`src/rtl/q_frag_pipe.sv`:
```
// rtl/q_frag_pipe.sv - multi-lane QZ capture register with a serial config chain
// Optional per-lane output inversion is enabled by `define Q_FRAG_ZINV_EN.
module q_frag_pipe #(
  parameter int LANES = 4,
`ifdef Q_FRAG_ZINV_EN
  localparam int CFG_BITS = 2 * LANES
`else
  localparam int CFG_BITS = LANES
`endif
) (
  input  logic                QCK,
  input  logic                QRT,
  input  logic [LANES-1:0]    CZ,
  input  logic [LANES-1:0]    QDI,
  input  logic                QEN,
  input  logic                QST,
  input  logic                CFG_START,
  input  logic                CFG_VLD,
  input  logic                CFG_SI,
  output logic                CFG_BUSY,
  output logic                CFG_DONE,
  output logic [CFG_BITS-1:0] CFG_Q,
  output logic [LANES-1:0]    QZ
);

  localparam int CW = $clog2(CFG_BITS) + 1;
  localparam logic [CW-1:0] LAST_IDX = CW'(CFG_BITS - 1);

  typedef enum logic [1:0] {
    ST_IDLE   = 2'd0,
    ST_SHIFT  = 2'd1,
    ST_COMMIT = 2'd2
  } cfg_state_e;

  cfg_state_e          state_q, state_d;
  logic [CW-1:0]       cnt_q, cnt_d;
  logic [CFG_BITS-1:0] shadow_q, shadow_d;
  logic [CFG_BITS-1:0] cfg_q, cfg_d;
  logic [LANES-1:0]    qz_q, qz_d;
  logic [LANES-1:0]    qds;
  logic [LANES-1:0]    zinv;

  assign qds = cfg_q[LANES-1:0];

`ifdef Q_FRAG_ZINV_EN
  assign zinv = cfg_q[CFG_BITS-1:LANES];
`else
  assign zinv = '0;
`endif

  always_comb begin
    state_d  = state_q;
    cnt_d    = cnt_q;
    shadow_d = shadow_q;
    cfg_d    = cfg_q;
    CFG_DONE = 1'b0;
    unique case (state_q)
      ST_IDLE: begin
        if (CFG_START) begin
          state_d = ST_SHIFT;
          cnt_d   = '0;
        end
      end
      ST_SHIFT: begin
        if (CFG_VLD) begin
          // LSB-first: the first bit received drifts down to bit 0
          shadow_d                = shadow_q >> 1;
          shadow_d[CFG_BITS-1]    = CFG_SI;
          cnt_d                   = cnt_q + 1'b1;
          if (cnt_q == LAST_IDX) begin
            state_d = ST_COMMIT;
          end
        end
      end
      ST_COMMIT: begin
        cfg_d    = shadow_q;
        CFG_DONE = 1'b1;
        state_d  = ST_IDLE;
      end
      default: state_d = ST_IDLE;
    endcase
  end

  always_comb begin
    qz_d = qz_q;
    if (QST) begin
      qz_d = '1;
    end else if (QEN) begin
      for (int i = 0; i < LANES; i++) begin
        qz_d[i] = (qds[i] ? QDI[i] : CZ[i]) ^ zinv[i];
      end
    end
  end

  always_ff @(posedge QCK) begin
    if (QRT) begin
      state_q  <= ST_IDLE;
      cnt_q    <= '0;
      shadow_q <= '0;
      cfg_q    <= '0;
      qz_q     <= '0;
    end else begin
      state_q  <= state_d;
      cnt_q    <= cnt_d;
      shadow_q <= shadow_d;
      cfg_q    <= cfg_d;
      qz_q     <= qz_d;
    end
  end

  assign CFG_BUSY = (state_q != ST_IDLE);
  assign CFG_Q    = cfg_q;
  assign QZ       = qz_q;

endmodule

```
`config.mk`:
```
export PLATFORM = sky130hd
export DESIGN_NAME = q_frag_pipe
export DESIGN_NICKNAME = d
export VERILOG_FILES = /design/src/rtl/q_frag_pipe.sv
export SDC_FILE = /design/constraint.sdc
export NUM_CORES = 1
export LEC_CHECK = 0
export CAP_MARGIN = 20
export CORE_ASPECT_RATIO = 0.8
export CORE_UTILIZATION = 30
export DETAILED_ROUTE_END_ITERATION = 10
export DONT_BUFFER_PORTS = 1
export GPL_ROUTABILITY_DRIVEN = 0
export GPL_TIMING_DRIVEN = 0
export SYNTH_ARGS = -nofsm -noshare
export SYNTH_HDL_FRONTEND = slang
export SYNTH_SLANG_ARGS = --single-unit
```
`constraint.sdc`:
```
create_clock -name QCK -period 1.4 [get_ports QCK]
set_input_delay 0.21 -clock QCK [delete_from_list [all_inputs] [get_ports QCK]]
set_output_delay 0.21 -clock QCK [all_outputs]
set_load 0.02 [all_outputs]
```
==> results of run 1 <==
## repair_timing
item,4_1_cts,5_1_grt
gates resized for setup,0,0
hold buffers,1,0
endpoints found under the hold margin,2,0
## routing by layer
| metal | up-vias | wire [µm] | global-route usage |
|---|---|---|---|
| li1 | 245 | - | - |
| met1 | 207 | 639 | 0.144 |
| met2 | 16 | 490 | 0.154 |
| met3 | 0 | 88 | 0.0544 |
| met4 | 0 | 0 | 0.0150 |
| met5 | - | 0 | 0 |
## final cells by class
type | count | area [µm²] | area share
plain buffers | 2 | 8.76 | 0.0116
inverters | 3 | 11.3 | 0.0149
well taps | 25 | 31.3 | 0.0414
flip-flops and latches | 17 | 340 | 0.450
multi-input cells | 44 | 328 | 0.434
repair buffers | 1 | 10.0 | 0.0132
clock buffers | 4 | 26.3 | 0.0348
## registers in the layout, indices dropped and copies added, names as in the netlist
| signal | flops |
|---|---|
| state_q | 2 |
| CFG_Q | 4 |
| cnt_q | 3 |
| shadow_q | 4 |
| QZ | 4 |
## placed cells by master, fill, tap and decap left out
cell,n
dfxtp_1,17
mux2i_1,12
nor2_1,9
nor3_1,4
a211oi_1,4
inv_1,3
clkbuf_4,3
nor2b_1,2
clkbuf_1,2
mux2_2,2
a22o_1,2
ha_1,2
buf_2,1
or2_2,1
and3_1,1
a21oi_2,1
o21ai_0,1
a31oi_1,1
nand3b_1,1
and2_1,1
dlygate4sd3_1,1
## power by group through the flow
stage	combinational, mW	sequential [mW]	clock (mW)
floorplan	0.0402	0.530	0
finish	0.0504	0.522	0.247
CTS	0.0510	0.522	0.258
global route	0.0570	0.524	0.273
detailed placement	0.0479	0.533	0
global placement	0.0456	0.532	0
## synth_stat cells, types with 2 or more instances
cell type	count
dfxtp_1	17
mux2i_1	12
nor2_1	9
a211oi_1	4
nor3_1	4
inv_1	3
a22o_1	2
ha_1	2
mux2_2	2
nor2b_1	2
## worst register-to-register path, cell delays in order (launching register included)
cell and delay, ns:
dfxtp_1 0.43, mux2_2 0.37, a21oi_2 0.20, mux2_2 0.18
## stage by stage
step	area [µm²]	worst slack [ns]	hold slack [ns]	power [mW]
2_1_floorplan	688	0.309	0.283	0.571
3_3_place_gp	719	0.241	0.284	0.578
3_5_place_dp	719	0.197	0.287	0.581
4_1_cts	756	0.129	0.0196	0.831
5_1_grt	756	0.0979	0.0271	0.855
6_report	756	0.140	0.0311	0.819
## cell families (layout without fill, tap and decap cells)
group | count (synthesis) | after routing | synth area share
AO/OA/AOI/OAI | 9 | 9 | 0.0982
AND/OR/NAND/NOR | 19 | 19 | 0.135
buffers and inverters | 5 | 10 | 0.0291
multiplexers | 14 | 14 | 0.207
adder cells (fa/ha/maj) | 2 | 2 | 0.0364
flip-flops | 17 | 17 | 0.495
## worst max path at each step
stage,from,to,depth (start not counted)
3_5_place_dp,state_q[0]$_SDFFE_PP0P_,cnt_q[0]$_SDFFE_PP0P_,3
6_report,state_q[1]$_SDFFE_PP0P_,CFG_DONE,2
5_1_grt,state_q[1]$_SDFFE_PP0P_,CFG_DONE,2
3_3_place_gp,state_q[0]$_SDFFE_PP0P_,cnt_q[0]$_SDFFE_PP0P_,3
2_1_floorplan,state_q[0]$_SDFFE_PP0P_,cnt_q[0]$_SDFFE_PP0P_,3
4_1_cts,state_q[1]$_SDFFE_PP0P_,CFG_DONE,2
==> key figures, run 1 <==
Timing
  • Fin crit share: 0.900
  • Layout Skew: 0.000905 ns
  • Final TNS setup: 0 ns
  • Fmax: 0.794 GHz
  • Final setup fails: 0
  • Slew @ Worst Pin: between 0.4 and 0.5 ns
  • Worst slew margin: 0.717
  • RSZ-0062 raised after global routing: false
  • Max Slew Vio Count: 0
  • Tmin final: 1.26 ns
  • Final Hold Vio Count: 0

Routing
  • Final WL: 1220 µm
  • DRC: 0
  • Detailed Route Iter0 Violations: 13
  • Routed via count: roughly 470
  • First drt pass iteration count: 2
  • Via density: 4.88
  • Routed len/inst: 12.7 µm
  • Final ANT Viol Nets: 0

Setup path
  • CP max stage cell: dfxtp_1
  • CP arrival: between 1 and 1.5 ns
  • Origin of the critical flop-to-flop path: state_q[0]$_SDFFE_PP0P_
  • Reg-to-Reg End: cnt_q[0]$_SDFFE_PP0P_
  • Flop-to-flop setup slack: between 0.15 and 0.2 ns
  • Crit Path Max Fanout: 5
  • Worst setup EP type: output port
  • Crit-path leading delay family: flip-flops
  • CP required: 1.19 ns
  • Critical path cell sequence: nor2b_1 -> buf_2
  • Worst-case reg-to-reg path depth: 3
  • Startpoint Class: flip-flop
  • Critical path buffer and inverter count: 1
  • WS Path Type: reg -> out
  • Max stage delay on crit path: a little under 0.4 ns

Synth
  • Syn_nets: between 80 and 90
  • Syn_area_per_cell: between 10 and 15 µm²
  • Ys flop type: dfxtp_1
  • Top cell type's share of synthesized area: 0.495
  • Cell taking the most area after synthesis: dfxtp_1
  • Netlist Area Pre-Place: about 690 µm²
  • Flops & latches, synth: 17
  • Largest cells by area after synthesis: dfxtp_1 (49%), mux2i_1 (17%), nor2_1 (4.9%), a211oi_1 (4.4%), ha_1 (3.6%)
  • Post-Syn Instances: 66
  • EDFF count, synth: 0
  • Post-synth ARST share: 0
  • Seq/Total Area, Yosys: 0.495
  • Netlist cell types: 19
  • Syn. warnings: 0

Outcome
  • Status: completed

Min path
  • Worst hold stages: 1
  • Hold EP: state_q[0]$_SDFFE_PP0P_
  • Critical hold path startpoint: CFG_VLD
  • Hold/Removal Path Class: in -> reg

Place
  • PortBufs: 0
  • Placed cells: 91
  • DP HPWL: 941 µm

Power
  • Combinational power share: 0.062
  • Pwr Density: 1080 nW/µm²
  • Sequential share of power: 0.637
  • Switching pwr: 0.186 mW
  • Net Sw Frac: 0.227
  • VDD IR max: 603 µV
  • Power Internal: 0.633 mW
  • Clock Power Share: 0.301
  • Pleak: 0.304 nW

Cells and area
  • Fin cells: 96
  • Fin util: 0.350
  • Share of cells above drive strength 1: 0.113
  • Total Nets Final: 89
  • Ant diodes: 0
  • Area delta synth->final: 9.82%
  • FILL cells: 220

Die
  • Die area: approximately 2500 µm²
  • Initial Util: 0.319
  • Core footprint: between 2000 and 2500 µm²
  • Std cell rows: 15
  • Num ports: 25
  • Die W: 55.5 µm
  • Die H: ~45 µm

Global routing
  • Total gr overflow: 0
  • Number of global-route vias before repair: 440
  • Largest net degree at the start of global routing: 11
  • Initial antenna violation count: 0
  • Overall Global Routing Usage: 0.106
  • First-pass GRT wire length: 2030 µm

CTS
  • Root Buffer: clkbuf_4
  • Setup Fix Bufs, Post-CTS: 0
  • Worst skew pair latency: 0.28 ns
  • Clock buffer count from CTS: 3
  • Worst-path clk slew: approximately 0.090 ns
  • Largest buffer count on any clock path: 2
  • CTS tree: built
  • Clock Sinks: 17
  • H-tree levels: 1

Flow run
  • Max-Cap Viols: 0
Note: power is estimated with default switching activity, not from simulation.
==> inputs of run 2 (changes only) <==
- CAP_MARGIN: 20 -> not set
==> results of run 2 <==
Same layout as run 1: the final DEF is identical, and so are final timing and power.
